**config.mk**
```make
export PLATFORM = sky130hd
export DESIGN_NAME = bip_control_flat
export DESIGN_NICKNAME = d
export VERILOG_FILES = /design/src/rtl/bip_pkg.sv /design/src/rtl/bip_control_if.sv /design/src/rtl/bip_decoder.sv /design/src/rtl/bip_control.sv /design/src/flat_wrapper.sv
export SDC_FILE = /design/constraint.sdc
export NUM_CORES = 1
export LEC_CHECK = 0
export ABC_CLOCK_PERIOD_IN_PS = 4270
export BUFFER_PORTS_ARGS = -buffer_cell sky130_fd_sc_hd__buf_2
export CORE_MARGIN = 4
export CORE_UTILIZATION = 45
export DETAILED_ROUTE_END_ITERATION = 16
export GPL_TIMING_DRIVEN = 1
export MAX_ROUTING_LAYER = met4
export PLACE_DENSITY_LB_ADDON = 0.1
export SYNTH_ARGS = -nofsm -noshare
export SYNTH_HDL_FRONTEND = slang
export SYNTH_SLANG_ARGS = --single-unit
```
**constraint.sdc**
```tcl
create_clock -name i_clk -period 4.27 [get_ports i_clk]
set_input_delay 0 -clock i_clk [delete_from_list [all_inputs] [get_ports i_clk]]
set_output_delay 0 -clock i_clk [all_outputs]
set_load 0.005 [all_outputs]
```
**src/rtl/bip_pkg.sv**
```systemverilog
// Shared definitions for the BIP accumulator processor control path:
// widths, opcodes, muxA encodings, sequencer states and the decoder bundle.
package bip_pkg;

  localparam int unsigned NB_PC_DEF        = 11;
  localparam int unsigned NB_OPCODE        = 5;
  localparam int unsigned NB_OPERANDO      = 11;
  localparam int unsigned NB_INSTR         = NB_OPCODE + NB_OPERANDO;
  localparam int unsigned NB_DECODER_SEL_A = 2;
  localparam int unsigned NB_CNT           = 32;

  localparam logic [NB_OPCODE-1:0] OP_HLT  = 5'b00000;
  localparam logic [NB_OPCODE-1:0] OP_STO  = 5'b00001;
  localparam logic [NB_OPCODE-1:0] OP_LD   = 5'b00010;
  localparam logic [NB_OPCODE-1:0] OP_LDI  = 5'b00011;
  localparam logic [NB_OPCODE-1:0] OP_ADD  = 5'b00100;
  localparam logic [NB_OPCODE-1:0] OP_ADDI = 5'b00101;
  localparam logic [NB_OPCODE-1:0] OP_SUB  = 5'b00110;
  localparam logic [NB_OPCODE-1:0] OP_SUBI = 5'b00111;

  localparam logic [NB_DECODER_SEL_A-1:0] SELA_DMEM = 2'b00;
  localparam logic [NB_DECODER_SEL_A-1:0] SELA_IMM  = 2'b01;
  localparam logic [NB_DECODER_SEL_A-1:0] SELA_ALU  = 2'b10;

  typedef enum logic [2:0] {
    ST_IDLE   = 3'd0,
    ST_FETCH  = 3'd1,
    ST_DECODE = 3'd2,
    ST_EXEC   = 3'd3,
    ST_HALT   = 3'd4
  } state_t;

  typedef struct packed {
    logic [NB_DECODER_SEL_A-1:0] sel_a;
    logic                        sel_b;
    logic                        wr_acc;
    logic [NB_OPCODE-1:0]        op;
    logic                        dm_rd;
    logic                        dm_wr;
    logic                        is_halt;
  } dec_ctrl_t;

endpackage

```
**src/rtl/bip_control_if.sv**
```systemverilog
// Bundle between the sequencer and its program memory, data memory,
// accumulator datapath and top-level status.
interface bip_control_if #(
  parameter int unsigned NB_PC = bip_pkg::NB_PC_DEF
);
  import bip_pkg::*;

  logic [NB_INSTR-1:0]         i_pm_data;
  logic [NB_PC-1:0]            o_pm_addr;
  logic                        o_pm_rd;
  logic [NB_OPERANDO-1:0]      o_dm_addr;
  logic                        o_dm_rd;
  logic                        o_dm_wr;
  logic [NB_DECODER_SEL_A-1:0] o_selA;
  logic                        o_selB;
  logic                        o_wrAcc;
  logic [NB_OPCODE-1:0]        o_op;
  logic [NB_OPERANDO-1:0]      o_operando;
  logic                        o_busy;
  logic                        o_halt;
  logic [NB_CNT-1:0]           o_cycle_cnt;

  modport master (
    input  i_pm_data,
    output o_pm_addr, o_pm_rd, o_dm_addr, o_dm_rd, o_dm_wr,
    output o_selA, o_selB, o_wrAcc, o_op, o_operando,
    output o_busy, o_halt, o_cycle_cnt
  );

  modport slave (
    output i_pm_data,
    input  o_pm_addr, o_pm_rd, o_dm_addr, o_dm_rd, o_dm_wr,
    input  o_selA, o_selB, o_wrAcc, o_op, o_operando,
    input  o_busy, o_halt, o_cycle_cnt
  );

endinterface

```
**src/rtl/bip_decoder.sv**
```systemverilog
// Opcode to datapath/data-memory control map; unlisted opcodes decode as NOP.
module bip_decoder
  import bip_pkg::*;
(
  input  logic [NB_OPCODE-1:0] opcode,
  output dec_ctrl_t            ctrl
);

  always_comb begin
    ctrl = '0;
    case (opcode)
      OP_HLT:  ctrl.is_halt = 1'b1;
      OP_STO:  ctrl.dm_wr   = 1'b1;
      OP_LD: begin
        ctrl.sel_a  = SELA_DMEM;
        ctrl.wr_acc = 1'b1;
        ctrl.dm_rd  = 1'b1;
      end
      OP_LDI: begin
        ctrl.sel_a  = SELA_IMM;
        ctrl.wr_acc = 1'b1;
      end
      OP_ADD, OP_SUB: begin
        ctrl.sel_a  = SELA_ALU;
        ctrl.sel_b  = 1'b0;
        ctrl.op     = opcode;
        ctrl.wr_acc = 1'b1;
        ctrl.dm_rd  = 1'b1;
      end
      OP_ADDI, OP_SUBI: begin
        ctrl.sel_a  = SELA_ALU;
        ctrl.sel_b  = 1'b1;
        ctrl.op     = opcode;
        ctrl.wr_acc = 1'b1;
      end
      default: ctrl = '0;
    endcase
  end

endmodule

```
**src/rtl/bip_control.sv**
```systemverilog
// BIP instruction sequencer: FETCH/DECODE/EXEC loop over program memory,
// driving accumulator datapath selects and data-memory strobes.
module bip_control
  import bip_pkg::*;
#(
  parameter int unsigned NB_PC = NB_PC_DEF
) (
  input  logic          i_clk,
  input  logic          i_rst,
  input  logic          i_start,
  bip_control_if.master bus
);

  state_t               state, state_nxt;
  logic [NB_PC-1:0]     pc, pc_nxt;
  logic [NB_INSTR-1:0]  ir, ir_nxt;
  logic [NB_CNT-1:0]    cnt, cnt_nxt;
  logic [NB_OPCODE-1:0] dec_opcode;
  logic                 busy_c;
  dec_ctrl_t            dec;

  // DECODE looks ahead at the fetched word so the data-memory read can
  // be issued one cycle before EXEC; EXEC decodes from IR.
  assign dec_opcode = (state == ST_DECODE) ? bus.i_pm_data[NB_INSTR-1 -: NB_OPCODE]
                                           : ir[NB_INSTR-1 -: NB_OPCODE];

  bip_decoder u_decoder (
    .opcode (dec_opcode),
    .ctrl   (dec)
  );

  always_ff @(posedge i_clk or posedge i_rst) begin
    if (i_rst) begin
      state <= ST_IDLE;
      pc    <= '0;
      ir    <= '0;
      cnt   <= '0;
    end else begin
      state <= state_nxt;
      pc    <= pc_nxt;
      ir    <= ir_nxt;
      cnt   <= cnt_nxt;
    end
  end

  always_comb begin
    state_nxt     = state;
    pc_nxt        = pc;
    ir_nxt        = ir;
    cnt_nxt       = cnt;
    busy_c        = 1'b0;
    bus.o_pm_rd   = 1'b0;
    bus.o_dm_addr = '0;
    bus.o_dm_rd   = 1'b0;
    bus.o_dm_wr   = 1'b0;
    bus.o_selA    = SELA_DMEM;
    bus.o_selB    = 1'b0;
    bus.o_wrAcc   = 1'b0;
    bus.o_op      = '0;

    case (state)
      ST_IDLE, ST_HALT: begin
        if (i_start) begin
          state_nxt = ST_FETCH;
          pc_nxt    = '0;
          cnt_nxt   = '0;
        end
      end
      ST_FETCH: begin
        busy_c      = 1'b1;
        bus.o_pm_rd = 1'b1;
        state_nxt   = ST_DECODE;
      end
      ST_DECODE: begin
        busy_c      = 1'b1;
        ir_nxt      = bus.i_pm_data;
        pc_nxt      = pc + NB_PC'(1);
        bus.o_dm_rd = dec.dm_rd;
        if (dec.dm_rd) bus.o_dm_addr = bus.i_pm_data[NB_OPERANDO-1:0];
        state_nxt   = dec.is_halt ? ST_HALT : ST_EXEC;
      end
      ST_EXEC: begin
        busy_c      = 1'b1;
        bus.o_selA  = dec.sel_a;
        bus.o_selB  = dec.sel_b;
        bus.o_wrAcc = dec.wr_acc;
        bus.o_op    = dec.op;
        bus.o_dm_wr = dec.dm_wr;
        if (dec.dm_wr) bus.o_dm_addr = ir[NB_OPERANDO-1:0];
        state_nxt   = ST_FETCH;
      end
      default: state_nxt = ST_IDLE;
    endcase

    // Saturating count of busy cycles
    if (busy_c && !(&cnt)) cnt_nxt = cnt + NB_CNT'(1);
  end

  assign bus.o_busy      = busy_c;
  assign bus.o_halt      = (state == ST_HALT);
  assign bus.o_pm_addr   = pc;
  assign bus.o_operando  = ir[NB_OPERANDO-1:0];
  assign bus.o_cycle_cnt = cnt;

endmodule
```
**src/flat_wrapper.sv**
```systemverilog
// flat-port wrapper written by rule: the top's interface ports become plain ports
module bip_control_flat import bip_pkg::*;
#(
  parameter int unsigned NB_PC = NB_PC_DEF
)
  (i_clk, i_rst, i_start, bus_i_pm_data, bus_o_pm_addr, bus_o_pm_rd, bus_o_dm_addr, bus_o_dm_rd, bus_o_dm_wr, bus_o_selA, bus_o_selB, bus_o_wrAcc, bus_o_op, bus_o_operando, bus_o_busy, bus_o_halt, bus_o_cycle_cnt);
  bip_control_if #(.NB_PC(NB_PC)) bus_i ();
  input  logic i_clk;
  input  logic i_rst;
  input  logic i_start;
  input wire logic [$bits(bus_i.i_pm_data)-1:0] bus_i_pm_data;
  output wire logic [$bits(bus_i.o_pm_addr)-1:0] bus_o_pm_addr;
  output wire logic [$bits(bus_i.o_pm_rd)-1:0] bus_o_pm_rd;
  output wire logic [$bits(bus_i.o_dm_addr)-1:0] bus_o_dm_addr;
  output wire logic [$bits(bus_i.o_dm_rd)-1:0] bus_o_dm_rd;
  output wire logic [$bits(bus_i.o_dm_wr)-1:0] bus_o_dm_wr;
  output wire logic [$bits(bus_i.o_selA)-1:0] bus_o_selA;
  output wire logic [$bits(bus_i.o_selB)-1:0] bus_o_selB;
  output wire logic [$bits(bus_i.o_wrAcc)-1:0] bus_o_wrAcc;
  output wire logic [$bits(bus_i.o_op)-1:0] bus_o_op;
  output wire logic [$bits(bus_i.o_operando)-1:0] bus_o_operando;
  output wire logic [$bits(bus_i.o_busy)-1:0] bus_o_busy;
  output wire logic [$bits(bus_i.o_halt)-1:0] bus_o_halt;
  output wire logic [$bits(bus_i.o_cycle_cnt)-1:0] bus_o_cycle_cnt;
  assign bus_i.i_pm_data = bus_i_pm_data;
  assign bus_o_pm_addr = bus_i.o_pm_addr;
  assign bus_o_pm_rd = bus_i.o_pm_rd;
  assign bus_o_dm_addr = bus_i.o_dm_addr;
  assign bus_o_dm_rd = bus_i.o_dm_rd;
  assign bus_o_dm_wr = bus_i.o_dm_wr;
  assign bus_o_selA = bus_i.o_selA;
  assign bus_o_selB = bus_i.o_selB;
  assign bus_o_wrAcc = bus_i.o_wrAcc;
  assign bus_o_op = bus_i.o_op;
  assign bus_o_operando = bus_i.o_operando;
  assign bus_o_busy = bus_i.o_busy;
  assign bus_o_halt = bus_i.o_halt;
  assign bus_o_cycle_cnt = bus_i.o_cycle_cnt;
  bip_control #(.NB_PC(NB_PC)) u_core (.i_clk(i_clk), .i_rst(i_rst), .i_start(i_start), .bus(bus_i));
endmodule
```
==> results of run 1 <==
[stage by stage]
stage / total power [mW] / worst slack [ps] / area, um2 / std cells / hold WS, ps
after floorplan: 1.651 / 1958 / 3603 / 407 / 105.4
after global placement: 1.951 / 1651 / 4073 / 574 / 206.7
after detailed placement: 1.972 / 1567 / 4073 / 574 / 211.3
after CTS: 2.499 / 1337 / 4443 / 608 / 385.0
after global routing: 2.674 / 1106 / 4443 / 608 / 414.0
final: 2.484 / 1334 / 4443 / 608 / 403.5
[area by class of cell]
cell class | count | area, um2 | area share [%]
multi-input cells | 299 | 1832 | 41.23
flip-flops and latches | 62 | 1551 | 34.92
repair buffers | 120 | 708.2 | 15.94
clock buffers | 10 | 127.6 | 2.872
well taps | 102 | 127.6 | 2.872
clock inverters | 6 | 62.56 | 1.408
inverters | 9 | 33.78 | 0.7603
[worst max-delay path, cell delays in order, from the launching register on]
cell and delay [ps]:
dfrtp_1 430, or3b_2 730, mux2i_1 350, nor2b_1 690, a32o_1 270, buf_2 120
[repair_timing]
action                                 in CTS  in global routing
gates resized for setup                     0                  0
buffers inserted                            0                  0
endpoints found under the hold margin      79                  0
hold buffers                               18                  0
[path summary, 6_finish.rpt]
check | to | cells past startpoint | startpoint | slack, ps
setup / recovery | bus_o_dm_addr[3] | 5 | u_core.state[2] | 1330
hold / removal | u_core.ir[3] | 4 | bus_i_pm_data[3] | 400
setup reg to reg | u_core.bus.o_cycle_cnt[12] | 7 | u_core.bus.o_cycle_cnt[0] | 1550
hold reg to reg | u_core.bus.o_pm_addr[10] | 1 | u_core.bus.o_pm_addr[10] | 480
max in group asynchronous | u_core.bus.o_cycle_cnt[17] | 4 | i_rst | 3310
min in group asynchronous | u_core.bus.o_cycle_cnt[19] | 4 | i_rst | 410
[routing by layer]
layer  wire, um  GRT usage [%]  vias up
met1       4464          28.55     1698
met4        279          7.774        0
met5          0              -        -
met2       4725          33.63      126
met3        611          4.523       25
li1           -              -     1697
[cells by family after synthesis]
| kind of cell | after synthesis |
|---|---|
| buf+inv | 46 |
| xor+xnor | 5 |
| other cells | 1 |
| flops | 62 |
| fa+ha+maj | 2 |
| simple gates | 200 |
| compound gates | 81 |
| mux | 9 |
[power by group]
group / switching [mW] / internal, mW / total, mW
Sequential: 0.202 / 0.761 / 0.963
Clock: 0.239 / 0.268 / 0.508
Combinational: 0.616 / 0.396 / 1.01
Total: 1.06 / 1.43 / 2.48
[cells in the final DEF (no fill, tap or decap), types with 3 or more instances in the layout]
cell           count
dlygate4sd3_1     18
nor2_1            19
nand4_1            9
mux2i_1            9
nor3_1            12
a211o_1            6
or3_1              9
and3_1             7
nand3_1           23
nand2_1           71
buf_2             95
nor4_1             8
a31oi_1           20
or4_1              5
clkinv_2           3
a22o_1             3
nor3b_1            3
a311oi_1           4
o211ai_1           3
o21ai_0           17
and4_1             8
clkbuf_8           9
buf_4              7
inv_1              8
a32o_1            11
xnor2_1            4
and2_1             7
dfrtp_1           62
o31ai_1            3
[registers in the layout, indices dropped and copies added (netlist names)]
register and count:
u_core.bus.o_pm_addr 11, u_core.state 3, u_core.ir 16, u_core.bus.o_cycle_cnt 32
==> results.json, run 1 <==
{
  "status": "complete, no violations",
  "min-delay-path-class": "in2reg",
  "synthesis.area_mm2": 0.003600,
  "synth_most_common_cell": "nand2_1",
  "clockBufferDepth": 2,
  "relSlewSlack_pct": 38.39,
  "worstPathMaxFanout": 24,
  "async_flop_share_pct": 100.0,
  "synthSimpleGateAreaFrac_pct": 29.68,
  "grt_max_degree": 63,
  "ios": 98,
  "fin_skew_ps": 8.479,
  "die_w_um": 97.44,
  "grt_usage_pct": 21.81,
  "n_antenna_cell": 0,
  "power.density_mw_per_mm2": 559.0,
  "cts_sinks": 62,
  "post-route-drc-count": 0,
  "drv_slew": 0,
  "cts_buffers": 9,
  "ant_nets": 0,
  "clk_latency_ps": 350,
  "synthTopCellsByCount": "nand2_1 (71), dfrtp_1 (62), nand3_1 (23), clkbuf_1 (21), a31oi_1 (20)",
  "antenna_found_initial": 0,
  "dieArea_mm2": 0.009495,
  "worst_pin_slew_ps": 920.7,
  "worstSetupPathType": "reg2out",
  "synth_xor_area_share_pct": 1.217,
  "synth_mux_area_share_pct": 2.503,
  "period_needed_ps": 2936,
  "leakagePower_nw": 2.227,
  "netlist_instances": 406,
  "routabilityCongestion": 0.8523,
  "drive_gt1_share_pct": 26.48,
  "yosys_warnings": 0,
  "required_ps": 4270,
  "end_kind": "primary output",
  "wirelength_um": 10080,
  "tritoncts": "yes",
  "synth-compound-area-share_pct": 16.30,
  "hold_viol": 0,
  "ys_seq_elements": 62,
  "period_share_pct": 68.75,
  "utilization_pct": 57.20,
  "vdd_ir_drop_max_mv": 0.2501,
  "wl_per_cell_um": 16.58,
  "start_util_pct": 46.34,
  "synth_fa_ha_area_share_pct": 0.6952,
  "setup-violations-final": 0,
  "grt_pass1_wl_um": 16740,
  "rows": 32,
  "place_hpwl_um": 6649,
  "nets": 522,
  "ys.flop_type": "dfrtp_1",
  "max_freq_mhz": 340.6,
  "tns_ps": 0,
  "cp.arrival_ps": 2940,
  "yosysUniqueCellTypes": 57,
  "vias": 3546,
  "htreeDepth": 3,
  "synth.top_cell.area_share_pct": 43.10,
  "synth-seq-area-share_pct": 43.10,
  "grt.overflow.total": 0,
  "synthTopCellsByArea": "dfrtp_1 (43%), nand2_1 (7.4%), a31oi_1 (3.5%), nand3_1 (3.2%), a32o_1 (3.1%)",
  "synth_edf_count": 0,
  "synth_top_area_cell": "dfrtp_1",
  "first_global_vias": 3304,
  "die-height_um": 97.44,
  "first_pass_iters": 5,
  "start_kind": "register",
  "cts-root-buf": "clkbuf_8",
  "area_delta_synth_final_pct": 23.43,
  "grt_setup_unrepaired": "no",
  "design.core.area_mm2": 0.007767,
  "syn_avg_cell_area_um2": 8.866,
  "placement.io_buffers": 95,
  "viasPerCell": 5.832,
  "synth_top_family_by_area": "simple AND/OR/NAND/NOR gates",
  "maxCapViolCount": 0,
  "n_fill_cell": 728,
  "first_iter_violations": 189,
  "clkTransAtPathRegs_ps": 70
}
No activity file was read; power rests on OpenSTA's default activity.
==> inputs of run 2 (changes only) <==
--- a/config.mk
+++ b/config.mk
@@ -5,7 +5,7 @@
 export SDC_FILE = /design/constraint.sdc
 export NUM_CORES = 1
 export LEC_CHECK = 0
-export ABC_CLOCK_PERIOD_IN_PS = 4270
+export ABC_CLOCK_PERIOD_IN_PS = 2500
 export BUFFER_PORTS_ARGS = -buffer_cell sky130_fd_sc_hd__buf_2
 export CORE_MARGIN = 4
 export CORE_UTILIZATION = 45
==> constraint.sdc (replaced) <==
create_clock -name i_clk -period 2.5 [get_ports i_clk]
set_input_delay 0 -clock i_clk [delete_from_list [all_inputs] [get_ports i_clk]]
set_output_delay 0 -clock i_clk [all_outputs]
set_load 0.005 [all_outputs]
==> run 2 against run 1 <==
Compared with the run above: first-iteration DRC count is 14% lower; total power is 72% higher; clock skew is 3.6 ps lower; register-to-register slack worse by 1400 ps; global-route usage is 0.20 points higher; combinational power is 85% higher; non-clock buffer count is 16 higher; via count is 0.25% higher; clock power is 56% higher; sequential power is 66% higher; final cell count is 2.6% higher.
==> results.json, run 2 (same netlist as run 1, synthesis figures left out) <==
{
  "rrSetupSlack_ps": 110,
  "dieArea_mm2": 0.009495,
  "largest_reg_flops": 32,
  "start_util_pct": 46.34,
  "grt.overflow.total": 0,
  "path_buf_inv": 0,
  "worstSetupPathType": "reg2reg",
  "relSlewSlack_pct": 53.01,
  "required_ps": 2730,
  "start_kind": "register",
  "register_area_mm2": 0.001551,
  "drive_gt1_share_pct": 29.50,
  "post-route-drc-count": 0,
  "n_fill_cell": 734,
  "grt_pass1_wl_um": 16910,
  "timing.rr.start": "u_core.bus.o_cycle_cnt[15]",
  "status": "complete, no violations",
  "drv_slew": 0,
  "grt_usage_pct": 22.00,
  "antenna_found_initial": 0,
  "die_w_um": 97.44,
  "die-height_um": 97.44,
  "cp_common_cell": "or4_4",
  "grt_max_degree": 37,
  "clkTransAtPathRegs_ps": 70,
  "cts_buffers": 9,
  "design.core.area_mm2": 0.007767,
  "first_iter_violations": 163,
  "cp-startpoint": "u_core.bus.o_cycle_cnt[15]",
  "setup-violations-final": 0,
  "grt_setup_unrepaired": "no",
  "leakagePower_nw": 2.307,
  "tns_ps": 0,
  "min-delay-path-class": "in2async",
  "vdd_ir_drop_max_mv": 0.3688,
  "clockBufferDepth": 2,
  "vias": 3555,
  "p_total_mw": 4.262,
  "clk_latency_ps": 340,
  "cp.arrival_ps": 2620,
  "cts-root-buf": "clkbuf_8",
  "ant_nets": 0,
  "power.density_mw_per_mm2": 927.5,
  "cpPeakStageDelay_ps": 620,
  "ios": 98,
  "routabilityCongestion": 0.8441,
  "reg2reg_to": "u_core.bus.o_cycle_cnt[25]",
  "wirelength_um": 10070,
  "fin_skew_ps": 4.898,
  "htreeDepth": 3,
  "period_share_pct": 95.77,
  "area_delta_synth_final_pct": 27.63,
  "viasPerCell": 5.697,
  "rows": 32,
  "end_kind": "register",
  "period_needed_ps": 2394,
  "nets": 538,
  "first_global_vias": 3359,
  "maxCapViolCount": 0,
  "worst_pin_slew_ps": 702.3,
  "multi_input_area_mm2": 0.001842,
  "first_pass_iters": 4,
  "place_hpwl_um": 6912,
  "final_common_cell": "buf_2",
  "cts_sinks": 62,
  "tritoncts": "yes",
  "placement.io_buffers": 95,
  "path_depth": 5,
  "path_cells": "nand4_1 > or4_4 > or4_4 > and4_4 > a211o_1",
  "worstPathMaxFanout": 10,
  "max_freq_mhz": 417.7,
  "cts_setup_buffers": 0,
  "crit_family": "simple AND/OR/NAND/NOR gates",
  "n_antenna_cell": 0,
  "hold_viol": 0,
  "rr_worst_depth": 5,
  "final_cell_mix": "buf_2 (95), nand2_1 (71), dfrtp_1 (62), nand3_1 (23)",
  "crit_slowest_cell": "or4_4",
  "wl_per_cell_um": 16.13
}
run 2: cell types whose count changed in the layout (fill, tap and decap cells not counted), sizes merged:
cell / change
clkinv: -2
clkinvlp: +3
buf: +16
inv: +1
bufinv: -1
clkbuf: -1
run 2: report_power, final:
part / leakage [nW] / switching [mW] / internal [mW]
registers: 0.820 / 0.298 / 1.30
logic: 1.41 / 1.10 / 0.766
clock network: 0.0816 / 0.433 / 0.360
total: 2.31 / 1.84 / 2.43
run 2: repair_timing:
item	in CTS	in global routing
hold endpoints to repair	43	0
endpoints found under the setup margin	0	28
hold buffers	18	0
gates resized for setup	0	3
run 2: area by class of cell:
| cell class | count | share of cell area [%] |
|---|---|---|
| clock buffers | 9 | 2.696 |
| clock inverters | 7 | 1.089 |
| inverters | 9 | 0.7353 |
| multi-input cells | 299 | 40.09 |
| flip-flops and latches | 62 | 33.77 |
| well taps | 102 | 2.778 |
| repair buffers | 136 | 18.85 |
run 2: layer usage:
layer / vias to the layer above / part of all wire, % / track usage, %
met5: - / 0 / -
met4: 0 / 1.7 / 5.751
met1: 1698 / 45 / 28.84
met3: 17 / 5.7 / 4.953
met2: 121 / 48 / 34.69
li1: 1719 / - / -
run 2: stage by stage:
step | setup WS, ps | area [um2] | utilization (%) | cells | hold slack, ps
3_3_place_gp | 148.2 | 4230 | 54.46 | 590 | 112.7
3_5_place_dp | 125.6 | 4230 | 54.46 | 590 | 133.8
5_1_grt | 31.65 | 4594 | 59.15 | 624 | 347.7
6_report | 105.7 | 4594 | 59.15 | 624 | 280.7
4_1_cts | 17.13 | 4584 | 59.02 | 624 | 302.0
2_1_floorplan | 188.3 | 3603 | - | 407 | 105.4
run 2: how the worst max path moves through the flow:
| stage | end |
|---|---|
| final | u_core.bus.o_cycle_cnt[25] |
| after global routing | u_core.bus.o_cycle_cnt[12] |
| after CTS | bus_o_dm_addr[2] |
| after detailed placement | u_core.bus.o_cycle_cnt[12] |
| after global placement | u_core.bus.o_cycle_cnt[24] |
| after floorplan | u_core.bus.o_cycle_cnt[30] |
run 2: worst min-delay path, cell delays in order:
cell           delay [ps]
dlygate4sd3_1         530
buf_2                 120
inv_2                 460
